File: config.mk
export PLATFORM = sky130hd
export DESIGN_NAME = mem_port_arbiter
export DESIGN_NICKNAME = d
export VERILOG_FILES = /design/src/rtl/mem_port_arbiter.sv
export SDC_FILE = /design/constraint.sdc
export NUM_CORES = 1
export LEC_CHECK = 0
export ABC_AREA = 1
export BUFFER_PORTS_ARGS = -buffer_cell sky130_fd_sc_hd__buf_2
export CAP_MARGIN = 5
export CORE_MARGIN = 8
export CORE_UTILIZATION = 35
export DETAILED_ROUTE_END_ITERATION = 8
export GPL_ROUTABILITY_DRIVEN = 1
export GPL_TIMING_DRIVEN = 0
export SLEW_MARGIN = 20
export SYNTH_ARGS = -nofsm -noshare
export SYNTH_HDL_FRONTEND = slang
export SYNTH_SLANG_ARGS = --single-unit
File: constraint.sdc
create_clock -name clk -period 5.46 [get_ports clk]
set_input_delay 1.365 -clock clk [delete_from_list [all_inputs] [get_ports clk]]
set_output_delay 1.365 -clock clk [all_outputs]
set_load 0.05 [all_outputs]
File: src/rtl/mem_port_arbiter.sv
// Round-robin arbiter sharing the byte-wide memory port between fetch and LSB.
// Serialises word/half/byte requests into per-byte accesses, little-endian.
module mem_port_arbiter #(
    parameter int         ADDR_W = 32,
    parameter logic [1:0] IO_HI  = 2'b11
) (
    input  logic              clk,
    input  logic              clear,
    input  logic              flush,
    input  logic              if_req,
    input  logic [ADDR_W-1:0] if_addr,
    output logic [31:0]       if_data,
    output logic              if_ready,
    input  logic              lsb_req,
    input  logic              lsb_we,
    input  logic [1:0]        lsb_size,
    input  logic [ADDR_W-1:0] lsb_addr,
    input  logic [31:0]       lsb_wdata,
    output logic [31:0]       lsb_rdata,
    output logic              lsb_ready,
    input  logic              io_buffer_full,
    input  logic [7:0]        mem_din,
    output logic [7:0]        mem_dout,
    output logic [ADDR_W-1:0] mem_a,
    output logic              mem_wr
);

    typedef enum logic [1:0] {
        S_IDLE,
        S_READ,
        S_WRITE
    } state_t;

    state_t            state_q, state_d;
    logic              if_pend_q, if_pend_d;
    logic [ADDR_W-1:0] if_addr_q, if_addr_d;
    logic              lsb_pend_q, lsb_pend_d;
    logic              lsb_we_q, lsb_we_d;
    logic [1:0]        lsb_size_q, lsb_size_d;
    logic [ADDR_W-1:0] lsb_addr_q, lsb_addr_d;
    logic [31:0]       lsb_wdata_q, lsb_wdata_d;
    logic              last_grant_q, last_grant_d;
    logic              cur_lsb_q, cur_lsb_d;
    logic [2:0]        cnt_q, cnt_d;
    logic [31:0]       asm_q, asm_d;
    logic [ADDR_W-1:0] mem_a_q, mem_a_d;
    logic [7:0]        mem_dout_q, mem_dout_d;
    logic              mem_wr_q, mem_wr_d;
    logic              if_ready_q, if_ready_d;
    logic [31:0]       if_data_q, if_data_d;
    logic              lsb_ready_q, lsb_ready_d;
    logic [31:0]       lsb_rdata_q, lsb_rdata_d;

    logic [ADDR_W-1:0] base;
    logic [ADDR_W-1:0] next_a;
    logic [2:0]        n_cur;
    logic [1:0]        bidx;
    logic              if_busy, lsb_busy;
    logic              if_cand, lsb_cand;
    logic              grant_lsb, grant_if;

    always_comb begin
        state_d      = state_q;
        if_pend_d    = if_pend_q;
        if_addr_d    = if_addr_q;
        lsb_pend_d   = lsb_pend_q;
        lsb_we_d     = lsb_we_q;
        lsb_size_d   = lsb_size_q;
        lsb_addr_d   = lsb_addr_q;
        lsb_wdata_d  = lsb_wdata_q;
        last_grant_d = last_grant_q;
        cur_lsb_d    = cur_lsb_q;
        cnt_d        = cnt_q;
        asm_d        = asm_q;
        mem_a_d      = mem_a_q;
        mem_dout_d   = mem_dout_q;
        mem_wr_d     = mem_wr_q;
        if_ready_d   = 1'b0;
        if_data_d    = '0;
        lsb_ready_d  = 1'b0;
        lsb_rdata_d  = '0;

        if_busy   = (state_q != S_IDLE) && !cur_lsb_q;
        lsb_busy  = (state_q != S_IDLE) && cur_lsb_q;
        if_cand   = 1'b0;
        lsb_cand  = 1'b0;
        grant_lsb = 1'b0;
        grant_if  = 1'b0;

        unique case (lsb_size_q)
            2'b00:   n_cur = 3'd1;
            2'b01:   n_cur = 3'd2;
            default: n_cur = 3'd4;
        endcase
        if (!cur_lsb_q) n_cur = 3'd4;

        base   = cur_lsb_q ? lsb_addr_q : if_addr_q;
        next_a = base + {{(ADDR_W-3){1'b0}}, cnt_q};
        bidx   = cnt_q[1:0] - 2'd1;

        // Pulses land in the pend registers first so IDLE can grant them same-edge
        if (if_req && !if_pend_q && !if_busy) begin
            if_pend_d = 1'b1;
            if_addr_d = if_addr;
        end
        if (flush) if_pend_d = 1'b0;
        if (lsb_req && !lsb_pend_q && !lsb_busy) begin
            lsb_pend_d  = 1'b1;
            lsb_we_d    = lsb_we;
            lsb_size_d  = lsb_size;
            lsb_addr_d  = lsb_addr;
            lsb_wdata_d = lsb_wdata;
        end

        unique case (state_q)
            S_IDLE: begin
                if_cand   = if_pend_d;
                lsb_cand  = lsb_pend_d &&
                            !(lsb_we_d && lsb_addr_d[17:16] == IO_HI && io_buffer_full);
                grant_lsb = lsb_cand && (!if_cand || !last_grant_q);
                grant_if  = if_cand && !grant_lsb;
                if (grant_lsb) begin
                    lsb_pend_d   = 1'b0;
                    cur_lsb_d    = 1'b1;
                    last_grant_d = 1'b1;
                    mem_a_d      = lsb_addr_d;
                    cnt_d        = 3'd1;
                    asm_d        = '0;
                    if (lsb_we_d) begin
                        mem_wr_d   = 1'b1;
                        mem_dout_d = lsb_wdata_d[7:0];
                        state_d    = S_WRITE;
                    end else begin
                        state_d = S_READ;
                    end
                end else if (grant_if) begin
                    if_pend_d    = 1'b0;
                    cur_lsb_d    = 1'b0;
                    last_grant_d = 1'b0;
                    mem_a_d      = if_addr_d;
                    cnt_d        = 3'd1;
                    asm_d        = '0;
                    state_d      = S_READ;
                end
            end
            S_READ: begin
                if (flush && !cur_lsb_q) begin
                    state_d = S_IDLE;
                    mem_a_d = '0;
                end else begin
                    asm_d[{bidx, 3'b000} +: 8] = mem_din;
                    if (cnt_q < n_cur) begin
                        mem_a_d = next_a;
                        cnt_d   = cnt_q + 3'd1;
                    end else begin
                        state_d = S_IDLE;
                        mem_a_d = '0;
                        if (cur_lsb_q) begin
                            lsb_ready_d = 1'b1;
                            lsb_rdata_d = asm_d;
                        end else begin
                            if_ready_d = 1'b1;
                            if_data_d  = asm_d;
                        end
                    end
                end
            end
            S_WRITE: begin
                if (cnt_q < n_cur) begin
                    mem_a_d    = next_a;
                    mem_dout_d = lsb_wdata_q[{cnt_q[1:0], 3'b000} +: 8];
                    cnt_d      = cnt_q + 3'd1;
                end else begin
                    state_d     = S_IDLE;
                    mem_wr_d    = 1'b0;
                    mem_a_d     = '0;
                    mem_dout_d  = '0;
                    lsb_ready_d = 1'b1;
                end
            end
            default: state_d = S_IDLE;
        endcase
    end

    always_ff @(posedge clk) begin
        if (clear) begin
            state_q      <= S_IDLE;
            if_pend_q    <= 1'b0;
            if_addr_q    <= '0;
            lsb_pend_q   <= 1'b0;
            lsb_we_q     <= 1'b0;
            lsb_size_q   <= '0;
            lsb_addr_q   <= '0;
            lsb_wdata_q  <= '0;
            last_grant_q <= 1'b0;
            cur_lsb_q    <= 1'b0;
            cnt_q        <= '0;
            asm_q        <= '0;
            mem_a_q      <= '0;
            mem_dout_q   <= '0;
            mem_wr_q     <= 1'b0;
            if_ready_q   <= 1'b0;
            if_data_q    <= '0;
            lsb_ready_q  <= 1'b0;
            lsb_rdata_q  <= '0;
        end else begin
            state_q      <= state_d;
            if_pend_q    <= if_pend_d;
            if_addr_q    <= if_addr_d;
            lsb_pend_q   <= lsb_pend_d;
            lsb_we_q     <= lsb_we_d;
            lsb_size_q   <= lsb_size_d;
            lsb_addr_q   <= lsb_addr_d;
            lsb_wdata_q  <= lsb_wdata_d;
            last_grant_q <= last_grant_d;
            cur_lsb_q    <= cur_lsb_d;
            cnt_q        <= cnt_d;
            asm_q        <= asm_d;
            mem_a_q      <= mem_a_d;
            mem_dout_q   <= mem_dout_d;
            mem_wr_q     <= mem_wr_d;
            if_ready_q   <= if_ready_d;
            if_data_q    <= if_data_d;
            lsb_ready_q  <= lsb_ready_d;
            lsb_rdata_q  <= lsb_rdata_d;
        end
    end

    assign if_data   = if_data_q;
    assign if_ready  = if_ready_q;
    assign lsb_rdata = lsb_rdata_q;
    assign lsb_ready = lsb_ready_q;
    assign mem_dout  = mem_dout_q;
    assign mem_a     = mem_a_q;
    assign mem_wr    = mem_wr_q;

endmodule

==> flow_metrics.tcl, run 1 <==
set metrics [dict create \
    switching_share_pct 45.3 \
    min_path_type "flip-flop to flip-flop" \
    via_per_inst 4.86 \
    synth-seq-cells 246 \
    grt_usage_pct 21.4 \
    grt_pass1_wl_um 66300 \
    critPathRequiredTime_ns 5.91 \
    area_delta_synth_final_pct 22.3 \
    fin_util_pct 43.0 \
    crit_path_start_kind "flip-flop" \
    placedCellCount 2412 \
    power.density_nw_per_um2 556 \
    crit_type "flip-flop to flip-flop" \
    syn_nets 1875 \
    layout_min_cycle_time_ns 4.45 \
    start_util_pct 35.2 \
    layoutNonFillerInstCount 2463 \
    seq_area_um2 4920 \
    gp_congestion 0.959 \
    maxSlewHeadroom_pct 35.3 \
    switching_power_mw 3.61 \
    drive_gt1_share_pct 16.3 \
    die_h_um 199 \
    portBuffers 218 \
    dp_hpwl_um 33700 \
    clock_tree.htree_level_count 1 \
    cts.sinks 246 \
    ant_nets 0 \
    whs_ns 0.464 \
    synth_top_area_share_pct 42.1 \
    avgRoutedWirePerCell_um 17.7 \
    final_common_cell "nor2_1" \
    drtPass1Iterations 6 \
    finClkSkew_ns 0.0127 \
    setup_viol 0 \
    core_region_area_um2 33300 \
    crit_arrival_ns 4.90 \
    multi_input_area_um2 5620 \
    cts_buffers 28 \
    avgSynthCellArea_um2 6.71 \
    power_frac_seq_pct 28.4 \
    vias 11981 \
    critPathMaxFanout 10 \
    power_frac_clock_pct 24.8 \
    pwr-share-comb_pct 46.8 \
    ys_types 41 \
    clock_path_buffers 3 \
    drtIter0Drc 889 \
    netlist_area_um2 11700 \
    cts_setup_buffers 0 \
    hold_viol 0 \
    final_cell_mix "392 x nor2_1, 362 x nand2_1, 246 x dfxtp_1" \
    grt_max_degree 15 \
    timing.fmax_mhz 225 \
    grt_remaining_overflow 0 \
    insertion_delay_ns 0.55 \
    fin_crit_sh_pct 81.5 \
    synthCells 1746 \
    synth.top_cells.by_area "dfxtp_1 42%, nor2_1 13%, nand2_1 12%, inv_1 5.7%, o21ai_0 5.5%" \
    hold_buffers 0 \
    cts_tree "yes" \
    worst_slew_pin_slew_ns 0.962 \
    fillers 3603 \
    worst_setup_path_end_kind "flip-flop" \
    p_leak_nw 6.65 \
    die_w_um 199 \
    yosysWarnings 0 \
    yosys.area.top_type "dfxtp_1" \
    drv_cap 0 \
    ys_seq_area_share_pct 42.1 \
    grt_setup_unrepaired "false" \
    nets 2123 \
    cts_resized 0 \
    status "finished, final reports clean" \
    grt_antenna_before_repair 1 \
    final.setup.tns_ns 0 \
    rows 67 \
    power.internal_mw 4.36 \
    wl_um 43500 \
    cts_root_buf "clkbuf_16" \
    design.die.area_um2 39600 \
    final-max-slew-violation-count 0 \
    drc 0 \
    ir_worst_vdd_uv 296 \
    grt_pass1_vias 11522 \
    placed_area_um2 13400 \
    io_pins 220 \
    final_area_um2 14300 \
    cts.clk_slew.worst_paths_ns 0.06 \
]
==> registers in the layout, indices dropped and copies added (netlist names) <==
| register | count |
|---|---|
| mem_a | 32 |
| lsb_rdata | 32 |
| state_q | 2 |
| lsb_wdata_q | 32 |
| mem_dout | 8 |
| if_addr_q | 32 |
| lsb_we_q | 1 |
| if_ready | 1 |
| lsb_addr_q | 32 |
| if_pend_q | 1 |
| asm_q | 32 |
| cur_lsb_q | 1 |
| lsb_size_q | 2 |
| if_data | 32 |
| lsb_ready | 1 |
| mem_wr | 1 |
| cnt_q | 3 |
| lsb_pend_q | 1 |
==> metrics by stage <==
stage,setup slack (ns),total power [mW]
after floorplan,2.30,4.84
after global placement,1.15,5.94
after detailed placement,1.13,5.99
after CTS,1.11,7.98
after global routing,0.714,8.50
final,1.01,7.97
==> logic make-up (layout without fill, tap and decap cells) <==
group           Yosys count  count (layout)  share of synthesized area [%]
simple gates            912             912                           31.8
flops                   246             246                           42.1
buf+inv                 282             549                           9.97
mux                      23              23                           1.97
xor+xnor                  3               3                          0.224
fa+ha+maj                16              16                           1.77
other cells               0               2                              0
compound gates          264             264                           12.2
==> power groups by stage <==
stage               registers [mW]  clock network (mW)  logic, mW
floorplan                     2.61                   0       2.23
global placement              2.29                   0       3.65
detailed placement            2.30                   0       3.69
CTS                           2.26                2.01       3.71
global route                  2.30                2.09       4.12
finish                        2.26                1.98       3.73
==> layout make-up <==
class | instances | area share, %
Multi-Input combinational cell | 1218 | 39.2
Sequential cell | 246 | 34.4
Timing Repair Buffer | 218 | 7.62
Clock buffer | 35 | 5.21
Inverter | 187 | 4.90
Tap cell | 448 | 3.91
Buffer | 95 | 3.25
Clock inverter | 14 | 1.48
Antenna cell | 2 | 0.0349
==> critical path, stage by stage, from the launching register on <==
cell and delay [ns]:
dfxtp_1 0.31, buf_4 0.19, buf_2 0.28, buf_2 0.30, clkbuf_1 0.50, nand2_1 0.09
o21ai_0 0.10, ha_1 0.21, inv_1 0.06, fa_1 0.39, o21ai_0 0.33, nand2_1 0.19
nor2_1 0.42, nand3_2 0.25, nor2_1 0.25, nand2_1 0.07, nand3_1 0.08, nand3_1 0.12
and2_1 0.18
==> layer usage <==
metal  global-route usage, %  wire, µm
met2                    34.1     19100
met5                       0         0
met3                    4.21      3240
met1                    29.5     20200
met4                    5.16       964
==> path summary, 6_finish.rpt <==
kind	startpoint	end	slack, ns	cells past startpoint
max	cur_lsb_q	mem_a[18]	1.01	18
min	asm_q[24]	asm_q[24]	0.46	2
max reg2reg	cur_lsb_q	mem_a[18]	1.01	18
min reg2reg	asm_q[24]	asm_q[24]	0.46	2
==> Yosys cell counts (all sizes together) <==
library cell,instances
a211oi,1
a21boi,1
a21oi,76
a22oi,15
a31oi,7
a32oi,1
a41oi,1
and2,5
buf,42
clkbuf,53
clkinv,4
dfxtp,246
fa,1
ha,15
inv,183
mux2i,23
nand2,372
nand3,109
nand3b,3
nand4,11
nor2,394
nor3,3
nor4,2
o211ai,3
o21a,5
o21ai,133
o21bai,5
o22ai,16
or2,13
xnor2,3
Power figures use the tool's default switching activity.
==> run 2, diff against run 1 <==
Clock period 5.46 ns to 4.5 ns, I/O delays scaled along.
==> run 2 against run 1 <==
  * Total power grew 21%
  * Non-clock buffer count shrank 1
  * Die area is the same
  * Maximum frequency grew 11%
  * Hold slack lost 0.0029 ns
  * Global-route usage is the same
  * Worst setup slack lost 0.53 ns
  * Via count shrank 0.36%
  * Clock-buffer cell count is the same
  * Largest cell class unchanged
  * Largest power group unchanged
==> flow_metrics.tcl, run 2 (synthesized netlist as in run 1, its figures left out) <==
set metrics [dict create \
    grt_pass1_wl_um 66300 \
    path_cells "buf_4 -> buf_2 -> buf_2 -> nand2_1 -> o21ai_0 -> ha_1 -> inv_1 -> fa_1 -> o21ai_0 -> nand2_1 -> nor2_1 -> nand3_2 -> o21ai_0 -> nand2_1 -> nor2_1 -> nor2_1" \
    min_path_type "flip-flop to flip-flop" \
    final.setup.tns_ns 0 \
    maxSlewHeadroom_pct 38.3 \
    drtPass1Iterations 7 \
    fillers 3602 \
    clock_path_buffers 3 \
    vias 11938 \
    max_stage_delay_ns 0.42 \
    nets 2122 \
    grt_usage_pct 21.4 \
    cts_root_buf "clkbuf_16" \
    worst_slew_pin_slew_ns 0.919 \
    cts.clk_slew.worst_paths_ns 0.06 \
    cts_setup_buffers 0 \
    via_per_inst 4.85 \
    critPathRequiredTime_ns 4.94 \
    timing.fmax_mhz 249 \
    ant_nets 0 \
    final_cell_mix "392 x nor2_1, 362 x nand2_1, 246 x dfxtp_1" \
    insertion_delay_ns 0.55 \
    ff2ff_setup_slack_ns 0.48 \
    gp_congestion 0.959 \
    design.die.area_um2 39600 \
    drc 0 \
    cts_buffers 28 \
    avgRoutedWirePerCell_um 17.6 \
    crit_arrival_ns 4.47 \
    drive_gt1_share_pct 16.4 \
    cts_resized 0 \
    final-max-slew-violation-count 0 \
    fin_crit_sh_pct 89.4 \
    cp_slowest_cell "nor2_1" \
    power.density_nw_per_um2 674 \
    worst_setup_path_end_kind "flip-flop" \
    grt_remaining_overflow 0 \
    placed_area_um2 13400 \
    fin_util_pct 43.0 \
    grt_setup_unrepaired "false" \
    die_h_um 199 \
    die_w_um 199 \
    setup_viol 0 \
    core_region_area_um2 33300 \
    grt_max_degree 15 \
    io_pins 220 \
    crit_end "mem_a[14]" \
    final_area_um2 14300 \
    dp_hpwl_um 33700 \
    crit_start "cur_lsb_q" \
    crit_type "flip-flop to flip-flop" \
    area_delta_synth_final_pct 22.3 \
    ir_worst_vdd_uv 359 \
    total_power_mw 9.65 \
    start_util_pct 35.2 \
    reg2reg_depth 16 \
    finClkSkew_ns 0.0185 \
    drtIter0Drc 909 \
    cts_tree "yes" \
    crit_path_start_kind "flip-flop" \
    portBuffers 218 \
    drv_cap 0 \
    wl_um 43400 \
    hold_buffers 0 \
    r2r_end "mem_a[14]" \
    critPathMaxFanout 19 \
    status "finished, final reports clean" \
    layout_min_cycle_time_ns 4.02 \
    cts.sinks 246 \
    rows 67 \
    grt_antenna_before_repair 1 \
    clock_tree.htree_level_count 1 \
    p_leak_nw 6.65 \
    final_common_cell "nor2_1" \
    hold_viol 0 \
    r2r-start "cur_lsb_q" \
    grt_pass1_vias 11522 \
]
-- run 2: cell count changes in the layout (fill, tap and decap cells not counted), sizes merged --
cell    change
clkbuf      -1
-- run 2: worst max-delay path: cells and delay by family (launching register included) --
kind            cells  cell delay, ns
compound gates      3            0.79
fa+ha+maj           2            0.60
buf+inv             4            0.94
flops               1            0.31
simple gates        7            1.24
-- run 2: cell type report --
type / instances / area (µm²) / area share, %
plain buffers: 94 / 462 / 3.22
well taps: 448 / 561 / 3.91
repair buffers: 218 / 1090 / 7.62
diodes: 2 / 5.00 / 0.0349
inverters: 187 / 702 / 4.90
clock inverters: 14 / 213 / 1.49
multi-input cells: 1218 / 5620 / 39.2
flip-flops and latches: 246 / 4920 / 34.4
clock buffers: 35 / 747 / 5.22
-- run 2: worst min-delay path by stage --
stage                          from         to  slack [ns]  cells past startpoint
after floorplan           asm_q[31]  asm_q[31]        0.44                      2
after global placement    asm_q[25]  asm_q[25]        0.45                      2
after detailed placement     mem_wr     mem_wr        0.45                      2
after CTS                 asm_q[24]  asm_q[24]        0.46                      2
after global routing       asm_q[4]   asm_q[4]        0.48                      2
final                     asm_q[27]  asm_q[27]        0.46                      2
-- run 2: where the power goes --
| part | internal, mW | switching (mW) |
|---|---|---|
| combinational | 1.27 | 3.25 |
| clock | 1.46 | 0.935 |
| sequential | 2.56 | 0.182 |
-- run 2: per-stage QoR --
stage	hold slack, ns	worst slack (ns)	std cells
global placement	0.446	0.189	2412
detailed placement	0.449	0.166	2412
finish	0.461	0.478	2462
global route	0.481	0.128	2460
floorplan	0.439	1.34	1746
CTS	0.461	0.152	2461
-- run 2: routing by layer --
metal	wire (µm)	vias up	part of all wire, %	GRT usage [%]
met5	0	-	0	0
met4	969	0	2.2	5.16
met3	3280	56	7.6	4.21
met2	19000	395	44	34.1
met1	20100	5479	46	29.5
li1	-	6008	-	-
==> run 3, diff against run 2 <==
Settings changed: REMOVE_ABC_BUFFERS from default to 1.
==> run 3 against run 2 <==
  * Combinational power down 11%
  * Critical endpoint is now mem_a[16]
  * Register-to-register slack worse by 0.20 ns
  * Clock skew rose by 0.019 ns
  * Critical path type unchanged
==> flow_metrics.tcl, run 3 (synthesized netlist as in run 1, its figures left out) <==
set metrics [dict create \
    drive_gt1_share_pct 16.6 \
    rows 67 \
    grt_setup_unrepaired "true" \
    cts.sinks 246 \
    area_delta_synth_final_pct 20.6 \
    design.die.area_um2 39600 \
    clock_path_buffers 3 \
    drc 0 \
    grt_usage_pct 18.3 \
    p_leak_nw 6.51 \
    grt_max_degree 66 \
    timing.fmax_mhz 237 \
    clock_tree.htree_level_count 1 \
    ir_worst_vdd_uv 373 \
    grt_pass1_wl_um 57900 \
    via_per_inst 4.84 \
    maxSlewHeadroom_pct 27.9 \
    gp_congestion 0.855 \
    io_pins 220 \
    grt_antenna_before_repair 2 \
    path_cells "inv_1 -> ha_1 -> inv_2 -> nand2_4 -> nand2_4 -> buf_12 -> nand2_1 -> nand2_1 -> nor2_2 -> nand2_2 -> nand2_8 -> nand3_4 -> nand2_8 -> clkinvlp_4 -> o21ai_0 -> nor2_1" \
    dp_hpwl_um 26200 \
    min_path_type "flip-flop to flip-flop" \
    pre_cts_ws_ns -1.33 \
    layout_setup_ws_ns 0.274 \
    power.density_nw_per_um2 658 \
    avgRoutedWirePerCell_um 16.3 \
    cp_slowest_cell "nand3_4" \
    portBuffers 219 \
    ant_nets 0 \
    fin_util_pct 42.4 \
    cts_tree "yes" \
    cts_root_buf "clkbuf_16" \
    max_stage_delay_ns 0.41 \
    setup_viol 0 \
    grt_remaining_overflow 0 \
    finClkSkew_ns 0.0373 \
    die_w_um 199 \
    nets 2039 \
    start_util_pct 35.2 \
    final_cell_mix "392 x nor2_1, 361 x nand2_1, 244 x dfxtp_1" \
    final_common_cell "nor2_1" \
    final-max-slew-violation-count 0 \
    fillers 3536 \
    core_region_area_um2 33300 \
    wl_um 38800 \
    drv_cap 0 \
    drtPass1Iterations 7 \
    crit_type "flip-flop to flip-flop" \
    layout_min_cycle_time_ns 4.23 \
    crit_arrival_ns 4.66 \
    vias 11528 \
    worst_setup_path_end_kind "flip-flop" \
    drtIter0Drc 690 \
    insertion_delay_ns 0.57 \
    hold_viol 0 \
    critPathRequiredTime_ns 4.93 \
    cts.clk_slew.worst_paths_ns 0.06 \
    critPathMaxFanout 41 \
    die_h_um 199 \
    crit_path_start_kind "flip-flop" \
    status "finished, final reports clean" \
    grt_pass1_vias 10830 \
    worst_slew_pin_slew_ns 1.07 \
    fin_crit_sh_pct 93.9 \
    cts_buffers 28 \
]
[run 3: changes by cell type in the layout (fill, tap and decap cells not counted), sizes merged]
cell / previous run / this run
bufinv: 5 / 4
inv: 184 / 181
nand2: 372 / 374
clkinv: 11 / 15
buf: 260 / 226
clkbuf: 87 / 34
clkinvlp: 1 / 6
[run 3: power breakdown]
| group | internal [mW] | switching, mW |
|---|---|---|
| clock network | 1.44 | 0.974 |
| registers | 2.56 | 0.276 |
| logic | 1.12 | 2.92 |
[run 3: final timing paths]
path,startpoint,to,cells past startpoint,slack (ns)
setup / recovery,state_q[0],mem_a[16],16,0.27
hold / removal,asm_q[2],asm_q[2],2,0.46
setup reg to reg,state_q[0],mem_a[16],16,0.27
hold reg to reg,asm_q[2],asm_q[2],2,0.46
[run 3: repair_timing]
action	4_1_cts	5_1_grt
endpoints found under the setup margin	19	58
gates resized for setup	4	2
pin swaps	0	2
hold buffers	0	0
gates cloned	1	2
buffers inserted	1	0
[run 3: through the flow]
step | instances | hold WS (ns) | total power [mW] | TNS [ns] | cell area (µm²)
detailed placement | 2324 | 0.456 | 6.77 | -38.57 | 13000
floorplan | 1651 | 0.435 | 5.59 | -1.06 | 11200
global placement | 2318 | 0.448 | 6.72 | -316.94 | 12900
global route | 2381 | 0.485 | 9.94 | -0.0250 | 14100
finish | 2382 | 0.465 | 9.29 | 0 | 14100
CTS | 2378 | 0.465 | 9.26 | 0 | 14100
[run 3: cell type report]
cell class	count	area [µm²]	area share, %
Multi-Input combinational cell	1220	5690	40.3
Sequential cell	246	4930	34.9
Timing Repair Buffer	226	1240	8.78
Clock buffer	34	763	5.41
Inverter	187	706	5.00
Tap cell	448	561	3.97
Clock inverter	18	223	1.58
Timing Repair inverter	1	7.51	0.0532
Antenna cell	2	5.00	0.0354
[run 3: worst max-delay path: cells and delay by family, from the launching register on]
kind	cells	cell delay (ns)
and+or+nand+nor	10	2.24
buffers and inverters	4	0.85
adders and majority gates	1	0.37
DFF	1	0.34
AOI/OAI and AO/OA	1	0.26
[run 3: per-layer routing]
| layer | GRT usage, % | up-vias | share of wire, % |
|---|---|---|---|
| met2 | 31.6 | 349 | 47 |
| met4 | 5.35 | 2 | 2.6 |
| met1 | 22.9 | 5264 | 43 |
| li1 | - | 5839 | - |
| met5 | 0 | - | 0.028 |
| met3 | 3.28 | 74 | 7.1 |
